`src/rtl/stoch_pulse_integrator.sv`:
```
// Stochastic pulse integrator: counts one-cycle pulses over a 2^WINDOW_BITS window, hands the count out with VALID/ACK.
// Define STOCH_BIPOLAR_EN for bipolar output (2*count - 2^WINDOW_BITS); default build is unipolar.
module stoch_pulse_integrator #(
    parameter int WINDOW_BITS = 8
) (
    input  logic                   clk_i,
    input  logic                   init_i,
    input  logic                   in_i,
    input  logic                   start_i,
    input  logic                   ack_i,
    output logic [WINDOW_BITS+1:0] out_o,
    output logic                   valid_o,
    output logic                   busy_o,
    output logic                   ovr_o,
    output logic [1:0]             state_o
);

    // Handshake: OUT is meaningful while VALID=1; the consumer takes it on the edge where
    // VALID=1 and ACK=1, and VALID drops on that same edge. START outside IDLE/HOLD is ignored.
    typedef enum logic [1:0] {
        S_IDLE  = 2'd0,
        S_ACCUM = 2'd1,
        S_HOLD  = 2'd2
    } state_t;

    localparam logic [WINDOW_BITS+1:0] WIN_SIZE = (WINDOW_BITS+2)'(1) << WINDOW_BITS;

    state_t                 state_q, state_d;
    logic [WINDOW_BITS:0]   acc_q, acc_d;
    logic [WINDOW_BITS-1:0] wcnt_q, wcnt_d;
    logic [WINDOW_BITS+1:0] out_q, out_d;
    logic                   valid_q, valid_d;
    logic                   busy_q, busy_d;
    logic                   ovr_q, ovr_d;

    logic [WINDOW_BITS:0]   acc_sum;
    logic [WINDOW_BITS+1:0] result;
    logic                   last_sample;

    // The last sample is folded in directly so OUT updates on the same edge it is taken.
    assign acc_sum     = acc_q + {{WINDOW_BITS{1'b0}}, in_i};
    assign last_sample = (wcnt_q == {WINDOW_BITS{1'b1}});

`ifdef STOCH_BIPOLAR_EN
    assign result = {acc_sum, 1'b0} - WIN_SIZE;
`else
    assign result = {1'b0, acc_sum};
`endif

    always_comb begin
        state_d = state_q;
        acc_d   = acc_q;
        wcnt_d  = wcnt_q;
        out_d   = out_q;
        valid_d = valid_q;
        ovr_d   = ovr_q;
        case (state_q)
            S_IDLE: begin
                if (start_i) begin
                    state_d = S_ACCUM;
                    acc_d   = '0;
                    wcnt_d  = '0;
                end
            end
            S_ACCUM: begin
                acc_d  = acc_sum;
                wcnt_d = wcnt_q + WINDOW_BITS'(1);
                if (last_sample) begin
                    out_d   = result;
                    valid_d = 1'b1;
                    state_d = S_HOLD;
                end
            end
            S_HOLD: begin
                if (ack_i) begin
                    valid_d = 1'b0;
                    acc_d   = '0;
                    wcnt_d  = '0;
                    state_d = start_i ? S_ACCUM : S_IDLE;
                end else if (start_i) begin
                    ovr_d = 1'b1;
                end
            end
            default: state_d = S_IDLE;
        endcase
        busy_d = (state_d == S_ACCUM);
    end

    always_ff @(posedge clk_i or posedge init_i) begin
        if (init_i) begin
            state_q <= S_IDLE;
            acc_q   <= '0;
            wcnt_q  <= '0;
            out_q   <= '0;
            valid_q <= 1'b0;
            busy_q  <= 1'b0;
            ovr_q   <= 1'b0;
        end else begin
            state_q <= state_d;
            acc_q   <= acc_d;
            wcnt_q  <= wcnt_d;
            out_q   <= out_d;
            valid_q <= valid_d;
            busy_q  <= busy_d;
            ovr_q   <= ovr_d;
        end
    end

    assign out_o   = out_q;
    assign valid_o = valid_q;
    assign busy_o  = busy_q;
    assign ovr_o   = ovr_q;
    assign state_o = state_q;

endmodule
```
`config.mk`:
```
export PLATFORM = sky130hd
export DESIGN_NAME = stoch_pulse_integrator
export DESIGN_NICKNAME = d
export VERILOG_FILES = /design/src/rtl/stoch_pulse_integrator.sv
export SDC_FILE = /design/constraint.sdc
export NUM_CORES = 1
export LEC_CHECK = 0
export BUFFER_PORTS_ARGS = -buffer_cell sky130_fd_sc_hd__clkbuf_2
export CORE_MARGIN = 1
export CORE_UTILIZATION = 57
export DETAILED_ROUTE_END_ITERATION = 10
export PLACE_DENSITY = 0.88
export SLEW_MARGIN = 20
export SYNTH_ARGS = -nofsm -noshare
export SYNTH_HDL_FRONTEND = slang
export SYNTH_SLANG_ARGS = --single-unit
```
`constraint.sdc`:
```
create_clock -name clk_i -period 2.5 [get_ports clk_i]
set_clock_uncertainty 0.15 [all_clocks]
set_input_delay 0.5 -clock clk_i [delete_from_list [all_inputs] [get_ports clk_i]]
set_output_delay 0.5 -clock clk_i [all_outputs]
set_load 0.05 [all_outputs]
```
==> flow_metrics.tcl, run 1 <==
set metrics [dict create \
    die_y_um 56.5 \
    tns_ps 0 \
    hold_violations 0 \
    crit_path_max_fanout 23 \
    syn_nets 166 \
    setup_viol 0 \
    worst_slew_margin_rel 0.639 \
    worstSetupPathType "reg2reg" \
    core_um2 2780 \
    antenna_left 0 \
    fin_ws_ps 606 \
    dieArea_um2 3190 \
    drt_iter0_drc 54 \
    min_path_type "in2async" \
    cts.sinks 31 \
    vias_per_cell 6.36 \
    clock_tree.buffer_depth 2 \
    post_cts_resized 0 \
    period_needed_ps 1890 \
    synthToLayoutAreaGrowth_pct 4.14 \
    path_clk_slew_ps 90 \
    period_share 0.758 \
    vias 1284 \
    grt_pass1_vias 1210 \
    clock_latency_ps 330 \
    netlist_instances 158 \
    wirelength_mm 3.11 \
    cts_tree "done" \
    nets 180 \
    maxCapViolations 0 \
    root_buffer "clkbuf_4" \
    worstMarginPinSlew_ps 541 \
    ys_seq_area_frac 0.459 \
    die_w_um 56.5 \
    crit_path_end_kind "flip-flop" \
    cts_hold_buf 0 \
    ys_warn_count 0 \
    crit_required_ps 2560 \
    dr.pass1.iters 5 \
    rsz0062_at_grt "false" \
    synth_area_per_cell_um2 10.7 \
    leakagePower_nw 0.788 \
    worstRegToRegCells 3 \
    grt_max_degree 24 \
    port_buffers 18 \
    synth_cell_types 37 \
    grt.total_usage 0.222 \
    numCtsBuffers 5 \
    diodes 0 \
    drive_gt1_frac 0.216 \
    grt_overflow 0 \
    max_clock_freq_mhz 528 \
    peakVddDrop_mv 0.619 \
    num_io_pins 20 \
    drv_slew 0 \
    place_ws_ps 520 \
    rows 19 \
    grt_pass1_wl_mm 5.40 \
    gp_congestion 0.790 \
    synth_area_um2 1690 \
    start_kind "flip-flop" \
    place_hpwl_mm 2.17 \
    ys_ff_latch 31 \
    powerDensity_nw_per_um2 751 \
    wl_per_cell_um 15.4 \
    start_util 0.608 \
    status "completed" \
    cp.arrival_ps 1960 \
    drc 0 \
    post_cts_buffers 0 \
    htree_levels 2 \
    antenna_found_initial 0 \
]
## routing by layer
metal / vias up / part of all wire / track usage
met4: 0 / 0.016 / 0.0801
met3: 6 / 0.042 / 0.0714
met1: 635 / 0.47 / 0.281
met5: - / 0 / 0
met2: 26 / 0.47 / 0.355
li1: 617 / - / -
## area by class of cell
class / count / area (µm²)
fillers: 212 / 1020
repair buffers: 20 / 105
well taps: 31 / 38.8
multi-input cells: 112 / 793
flip-flops and latches: 31 / 776
clock buffers: 6 / 41.3
inverters: 2 / 7.51
## report_power, final
part | internal, mW | total, mW | switching [mW] | leakage (nW)
registers | 0.594 | 0.712 | 0.118 | 0.385
clock network | 0.0998 | 0.257 | 0.158 | 0.0242
logic | 0.164 | 0.355 | 0.191 | 0.379
total | 0.858 | 1.32 | 0.466 | 0.788
## worst max-delay path, stage by stage, from the launching register on
cell     delay [ps]
dfrtp_1         560
and2b_4         390
and3_4          340
mux2_4          320
## placed cells by master, fill, tap and decap left out, types with 3 or more instances in the layout
cell type  Yosys  final
o21bai_1       4      4
nor3_1         3      3
clkbuf_4       0      5
o211ai_1       7      7
nand3_1       18     18
a21oi_1        3      3
clkbuf_2       0     18
dfrtp_1       31     31
o21ai_0        6      6
mux2_4         5      5
or3_1          4      4
a31oi_1        9      9
ha_1           3      3
or4_1          7      7
a22o_1         6      6
nand2_1       10     10
nand4_1        3      3
## registers in the layout, indices dropped and copies added (netlist names)
register and count:
ovr_o 1, state_o 2, wcnt_q 8, acc_q 9
busy_o 1, valid_o 1, out_o 9
## logic make-up after synthesis
logic type,count (synthesis),share of synthesized area
muxes,7,0.0562
buffers and inverters,15,0.0725
and+or+nand+nor,58,0.209
adders and majority gates,3,0.0222
AOI/OAI and AO/OA,40,0.164
DFF,31,0.459
xor gates and xnor gates,3,0.0155
other,1,0.00222
## cells in the mapped netlist (all sizes together)
master / number / area, µm²
dfrtp: 31 / 776
nand3: 20 / 110
buf: 13 / 115
nand2: 10 / 37.5
a31oi: 9 / 56.3
o211ai: 7 / 52.6
or4: 7 / 52.6
a22o: 6 / 52.6
o21ai: 6 / 30.0
mux2: 5 / 75.1
o21bai: 4 / 30.0
or3: 4 / 25.0
a21o: 3 / 23.8
a21oi: 3 / 15.0
ha: 3 / 37.5
nand2b: 3 / 26.3
nand4: 3 / 18.8
nor3: 3 / 15.0
a2bb2oi: 2 / 17.5
and3: 2 / 22.5
inv: 2 / 7.51
mux2i: 2 / 20.0
xnor2: 2 / 17.5
and2: 1 / 6.26
and2b: 1 / 10.0
and4: 1 / 8.76
conb: 1 / 3.75
nand3b: 1 / 7.51
nand4b: 1 / 8.76
nor2: 1 / 3.75
xor2: 1 / 8.76
## per-stage QoR
step / utilization / power (mW) / cell area (µm²) / std cells / hold slack, ps
detailed placement: 0.619 / 1.08 / 1720 / 196 / 315
floorplan: - / 1.02 / 1690 / 158 / 320
global route: 0.633 / 1.40 / 1760 / 202 / 67.0
finish: 0.633 / 1.32 / 1760 / 202 / 28.4
CTS: 0.633 / 1.33 / 1760 / 202 / 42.0
global placement: 0.619 / 1.05 / 1720 / 196 / 310
## path summary, 6_finish.rpt
| path | startpoint | to | slack [ps] |
|---|---|---|---|
| max | state_o[0]$_DFF_PP0_ | out_o[1]$_DFFE_PP0P_ | 610 |
| min reg2reg | ovr_o$_DFFE_PP0P_ | ovr_o$_DFFE_PP0P_ | 330 |
| min | init_i | busy_o$_DFF_PP0_ | 30 |
| max in group asynchronous | init_i | acc_q[3]$_DFFE_PP0P_ | 1530 |
| min in group clk_i | start_i | busy_o$_DFF_PP0_ | 300 |
| max reg2reg | state_o[0]$_DFF_PP0_ | out_o[1]$_DFFE_PP0P_ | 610 |
Note: power is estimated with default switching activity, not from simulation.
==> inputs of run 2 (changes only) <==
--- a/config.mk
+++ b/config.mk
@@ -7,9 +7,9 @@
 export LEC_CHECK = 0
 export BUFFER_PORTS_ARGS = -buffer_cell sky130_fd_sc_hd__clkbuf_2
 export CORE_MARGIN = 1
-export CORE_UTILIZATION = 57
+export CORE_UTILIZATION = 51
 export DETAILED_ROUTE_END_ITERATION = 10
-export PLACE_DENSITY = 0.88
+export PLACE_DENSITY = 0.84
 export SLEW_MARGIN = 20
 export SYNTH_ARGS = -nofsm -noshare
 export SYNTH_HDL_FRONTEND = slang
==> constraint.sdc (replaced) <==
create_clock -name clk_i -period 1.6 [get_ports clk_i]
set_clock_uncertainty 0.15 [all_clocks]
set_input_delay 0.32 -clock clk_i [delete_from_list [all_inputs] [get_ports clk_i]]
set_output_delay 0.32 -clock clk_i [all_outputs]
set_load 0.05 [all_outputs]
==> run 2 against run 1 <==
The run now ends with setup timing left. Final area grew 15%. Hold slack better by 49 ps. Critical path depth up 2. Cell count increased by 18%. Via count grew 12%. Critical path type unchanged. Largest power group unchanged. Highest routed layer unchanged.
==> flow_metrics.tcl, run 2 (synthesis results as in run 1) <==
set metrics [dict create \
    status "complete, but fails checks" \
    violations "setup timing" \
    rows 20 \
    crit_path_end_kind "flip-flop" \
    tns_ps -16.0 \
    start_kind "flip-flop" \
    antenna_found_initial 0 \
    start_util 0.545 \
    fin_util 0.652 \
    setup_viol 1 \
    final_common_cell "dfrtp_1" \
    min_to "ovr_o$_DFFE_PP0P_" \
    cts.sinks 31 \
    place_hpwl_mm 2.51 \
    clock_latency_ps 350 \
    nets 201 \
    synthToLayoutAreaGrowth_pct 19.7 \
    min_from "start_i" \
    reg2reg_to "acc_q[5]$_DFFE_PP0P_" \
    drc 0 \
    worstSetupPathType "reg2reg" \
    powerDensity_nw_per_um2 1190 \
    path_clk_slew_ps 110 \
    grt.total_usage 0.227 \
    core_um2 3100 \
    max_clock_freq_mhz 619 \
    htree_levels 2 \
    cp.arrival_ps 1760 \
    diodes 0 \
    die_y_um 59.6 \
    port_buffers 18 \
    rsz0062_at_grt "true" \
    reg2reg_setup_slack_ps -20 \
    die_w_um 59.6 \
    final_cell_mix "dfrtp_1, buf_4, nand3_1, clkbuf_2, nand2_1" \
    hold_violations 0 \
    gp_congestion 0.787 \
    num_io_pins 20 \
    cts_tree "done" \
    wl_per_cell_um 16.7 \
    grt_pass1_vias 1329 \
    drv_slew 0 \
    r2r-start "acc_q[0]$_DFFE_PP0P_" \
    dieArea_um2 3550 \
    peakVddDrop_mv 0.533 \
    wirelength_mm 3.97 \
    dr.pass1.iters 4 \
    fin_ws_ps -16.0 \
    vias 1437 \
    worstRegToRegCells 5 \
    drt_iter0_drc 71 \
    whs_path_depth 3 \
    grt_max_degree 23 \
    period_share 1.01 \
    drive_gt1_frac 0.351 \
    min_path_type "in2reg" \
    fill_cells 258 \
    root_buffer "clkbuf_4" \
    antenna_left 0 \
    vias_per_cell 6.04 \
    period_needed_ps 1620 \
    grt_overflow 0 \
    clock_tree.buffer_depth 2 \
    grt_pass1_wl_mm 5.98 \
    crit_path_max_fanout 10 \
    numCtsBuffers 5 \
    maxCapViolations 0 \
    leakagePower_nw 0.908 \
    crit_required_ps 1750 \
]
run 2: changes by cell type in the layout (fill, tap and decap cells not counted), sizes merged:
cell | before | now
buf | 2 | 21
clkinv | 0 | 3
clkbuf | 24 | 23
dlygate4sd3 | 0 | 1
dlymetal6s2s | 0 | 1
run 2: how the worst max path moves through the flow:
stage	startpoint	to	slack (ps)	cells past startpoint
2_1_floorplan	wcnt_q[0]$_DFFE_PP0P_	out_o[0]$_DFFE_PP0P_	-120	6
3_5_place_dp	in_i	acc_q[5]$_DFFE_PP0P_	-100	6
3_3_place_gp	in_i	acc_q[6]$_DFFE_PP0P_	-60	6
5_1_grt	acc_q[3]$_DFFE_PP0P_	acc_q[7]$_DFFE_PP0P_	-60	3
6_report	acc_q[0]$_DFFE_PP0P_	acc_q[5]$_DFFE_PP0P_	-20	5
4_1_cts	acc_q[0]$_DFFE_PP0P_	out_o[8]$_DFFE_PP0P_	-10	5
run 2: repair_timing:
item                       4_1_cts  5_1_grt
resized for setup                2        7
buffers inserted                 0        3
hold buffers                     1        0
setup endpoints to repair        8       13
gates cloned                     0        0
hold endpoints to repair        31        0
pin swaps                        1        5
run 2: metrics by stage:
| step | hold WS [ps] | instance area [µm²] | setup slack, ps | std cells | total power, mW |
|---|---|---|---|---|---|
| after floorplan | 273 | 1700 | -119 | 158 | 1.60 |
| after global placement | 178 | 1880 | -58.1 | 226 | 1.80 |
| after detailed placement | 176 | 1880 | -98.0 | 226 | 1.84 |
| after CTS | 83.3 | 1950 | -12.9 | 235 | 2.31 |
| after global routing | 91.6 | 2020 | -57.5 | 238 | 2.53 |
| final | 77.2 | 2020 | -16.0 | 238 | 2.42 |
run 2: power by group:
| group | total (mW) | internal [mW] | leakage (nW) | switching [mW] |
|---|---|---|---|---|
| registers | 1.11 | 0.929 | 0.383 | 0.177 |
| logic | 0.848 | 0.436 | 0.491 | 0.411 |
| clock network | 0.463 | 0.163 | 0.0347 | 0.300 |
| total | 2.42 | 1.53 | 0.908 | 0.888 |
run 2: critical path: stages, from the launching register on:
cell	delay [ps]
dfrtp_1	410
ha_4	160
buf_4	110
nand3_4	130
or4_4	520
nand3_1	90
run 2: final cells by class:
| type | instances | area, µm² | area share |
|---|---|---|---|
| Multi-Input combinational cell | 112 | 848 | 0.419 |
| Clock buffer | 5 | 37.5 | 0.0185 |
| Clock inverter | 3 | 15.0 | 0.00742 |
| Timing Repair Buffer | 41 | 283 | 0.140 |
| Inverter | 2 | 7.51 | 0.00371 |
| Tap cell | 44 | 55.1 | 0.0272 |
| Sequential cell | 31 | 778 | 0.384 |
run 2: metal layers:
layer,vias up,track usage,routed length (µm)
met5,-,0,0
met1,713,0.276,1720
li1,667,-,-
met4,0,0.0963,104
met2,42,0.385,2000
met3,15,0.0502,140
==> inputs of run 3 (changes only) <==
--- a/config.mk
+++ b/config.mk
@@ -6,10 +6,14 @@
 export NUM_CORES = 1
 export LEC_CHECK = 0
 export BUFFER_PORTS_ARGS = -buffer_cell sky130_fd_sc_hd__clkbuf_2
+export CELL_PAD_IN_SITES_DETAIL_PLACEMENT = 2
+export CELL_PAD_IN_SITES_GLOBAL_PLACEMENT = 2
 export CORE_MARGIN = 1
-export CORE_UTILIZATION = 51
+export CORE_UTILIZATION = 34
 export DETAILED_ROUTE_END_ITERATION = 10
-export PLACE_DENSITY = 0.84
+export HOLD_SLACK_MARGIN = 0.06
+export PLACE_DENSITY = 0.85
+export SKIP_CTS_REPAIR_TIMING = 1
 export SLEW_MARGIN = 20
 export SYNTH_ARGS = -nofsm -noshare
 export SYNTH_HDL_FRONTEND = slang
==> run 3 against run 2 <==
Final area is 4.4% higher. Largest cell class unchanged. First-iteration DRC count is 37% lower. Critical path depth stayed put. Flip-flop and latch count stayed put. Routed wire length is 39% higher. Total power is 14% higher. Die area is 48% higher. The flow still finishes with violations (setup timing). Hold slack better by 83 ps.
==> flow_metrics.tcl, run 3 (synthesis results as in run 1) <==
set metrics [dict create \
    status "complete, but fails checks" \
    violations "setup timing" \
    wl_per_cell_um 20.7 \
    powerDensity_nw_per_um2 1300 \
    place_hpwl_mm 3.64 \
    tns_ps -247 \
    cts.sinks 31 \
    die_w_um 72.5 \
    cp.arrival_ps 1670 \
    wirelength_mm 5.50 \
    worstRegToRegCells 5 \
    setup.worst_path.start "acc_q[0]$_DFFE_PP0P_" \
    maxCapViolations 0 \
    crit_chain "ha_4 -> ha_4 -> nand3_1 -> a22o_1 -> a21o_1" \
    final_common_cell "dfrtp_1" \
    crit_required_ps 1610 \
    clockPowerShare 0.240 \
    crit_path_max_fanout 5 \
    clock_latency_ps 290 \
    cts_tree "done" \
    grt_max_degree 32 \
    wl_met3_um 196 \
    peakVddDrop_mv 0.594 \
    whs_path_depth 3 \
    vias_per_cell 5.55 \
    worstSetupPathType "reg2reg" \
    numCtsBuffers 5 \
    dr.pass1.iters 4 \
    max_clock_freq_mhz 604 \
    crit_path_end_kind "flip-flop" \
    place_ws_ps -288 \
    setup_viol 8 \
    antenna_left 0 \
    pwr-share-comb 0.361 \
    min_from "start_i" \
    top_layer "met4" \
    grt.total_usage 0.213 \
    final_cell_mix "dfrtp_1, buf_4, nand3_1" \
    die_y_um 72.5 \
    fin_util 0.444 \
    vias 1476 \
    wl_met2_mm 2.90 \
    cp_top_family "compound AO/OA/AOI/OAI gates" \
    diodes 0 \
    wl_met1_mm 2.29 \
    grt_overflow 0 \
    period_needed_ps 1660 \
    gp_congestion 0.732 \
    num_io_pins 20 \
    root_buffer "clkbuf_8" \
    drv_slew 0 \
    grt_pass1_wl_mm 8.40 \
    drt_iter0_drc 45 \
    reg2reg_setup_slack_ps -60 \
    core_um2 4750 \
    htree_levels 2 \
    rsz0062_at_grt "true" \
    drc 0 \
    power.sequential.fraction 0.399 \
    slowest_delay_ps 400 \
    grt_pass1_vias 1554 \
    leakagePower_nw 0.938 \
    min_path_type "in2reg" \
    period_share 1.03 \
    drive_gt1_frac 0.367 \
    reg2reg_to "acc_q[4]$_DFFE_PP0P_" \
    crit_buf_inv 0 \
    rows 25 \
    power_switching_mw 0.982 \
    critical_path.most_common_cell "ha_4" \
    clock_tree.buffer_depth 2 \
    r2r-start "acc_q[0]$_DFFE_PP0P_" \
    crit_cells 5 \
    path_clk_slew_ps 80 \
    fin_ws_ps -55.4 \
    port_buffers 18 \
    dp.cells 249 \
    start_kind "flip-flop" \
    cellInternalPower_mw 1.77 \
    hold_violations 0 \
    antenna_found_initial 0 \
    min_to "state_o[0]$_DFF_PP0_" \
    nets 206 \
    critPathSlowestCell "dfrtp_1" \
    dieArea_um2 5260 \
    final_cells 266 \
    synthToLayoutAreaGrowth_pct 24.9 \
    switching_share 0.357 \
    start_util 0.356 \
]
run 3: cell type report:
type                    count  area [µm²]
fillers                   514        2640
multi-input cells         113         842
flip-flops and latches     31         779
repair buffers             45         309
clock buffers               7        86.3
well taps                  67        83.8
inverters                   2        7.51
clock inverters             1        5.00
run 3: worst max path at each step:
stage	to	slack (ps)
finish	acc_q[4]$_DFFE_PP0P_	-60
global route	out_o[8]$_DFFE_PP0P_	-120
CTS	out_o[8]$_DFFE_PP0P_	-280
detailed placement	out_o[8]$_DFFE_PP0P_	-290
global placement	out_o[8]$_DFFE_PP0P_	-160
floorplan	out_o[0]$_DFFE_PP0P_	-120
run 3: tightest hold or removal path, delay by kind of cell:
family | cells | cell delay, ps
AO/OA/AOI/OAI | 1 | 60
AND/OR/NAND/NOR | 1 | 80
buffers and inverters | 1 | 100
run 3: per-layer routing:
metal	vias to the layer above	track usage
li1	673	-
met1	756	0.260
met2	33	0.384
met3	14	0.0403
met4	0	0.0523
met5	-	0
run 3: power groups by stage:
stage | logic, mW | clock network [mW] | registers (mW)
floorplan | 0.504 | 0 | 1.10
global placement | 0.780 | 0 | 1.06
detailed placement | 0.875 | 0 | 1.08
CTS | 0.894 | 0.661 | 1.07
global route | 1.08 | 0.699 | 1.12
finish | 0.991 | 0.660 | 1.10
run 3: stage by stage:
| step | hold slack (ps) | area (µm²) | power [mW] |
|---|---|---|---|
| 5_1_grt | 168 | 2110 | 2.89 |
| 3_3_place_gp | 250 | 1900 | 1.84 |
| 3_5_place_dp | 278 | 1900 | 1.96 |
| 2_1_floorplan | 273 | 1700 | 1.60 |
| 6_report | 160 | 2110 | 2.75 |
| 4_1_cts | -26.5 | 1990 | 2.63 |
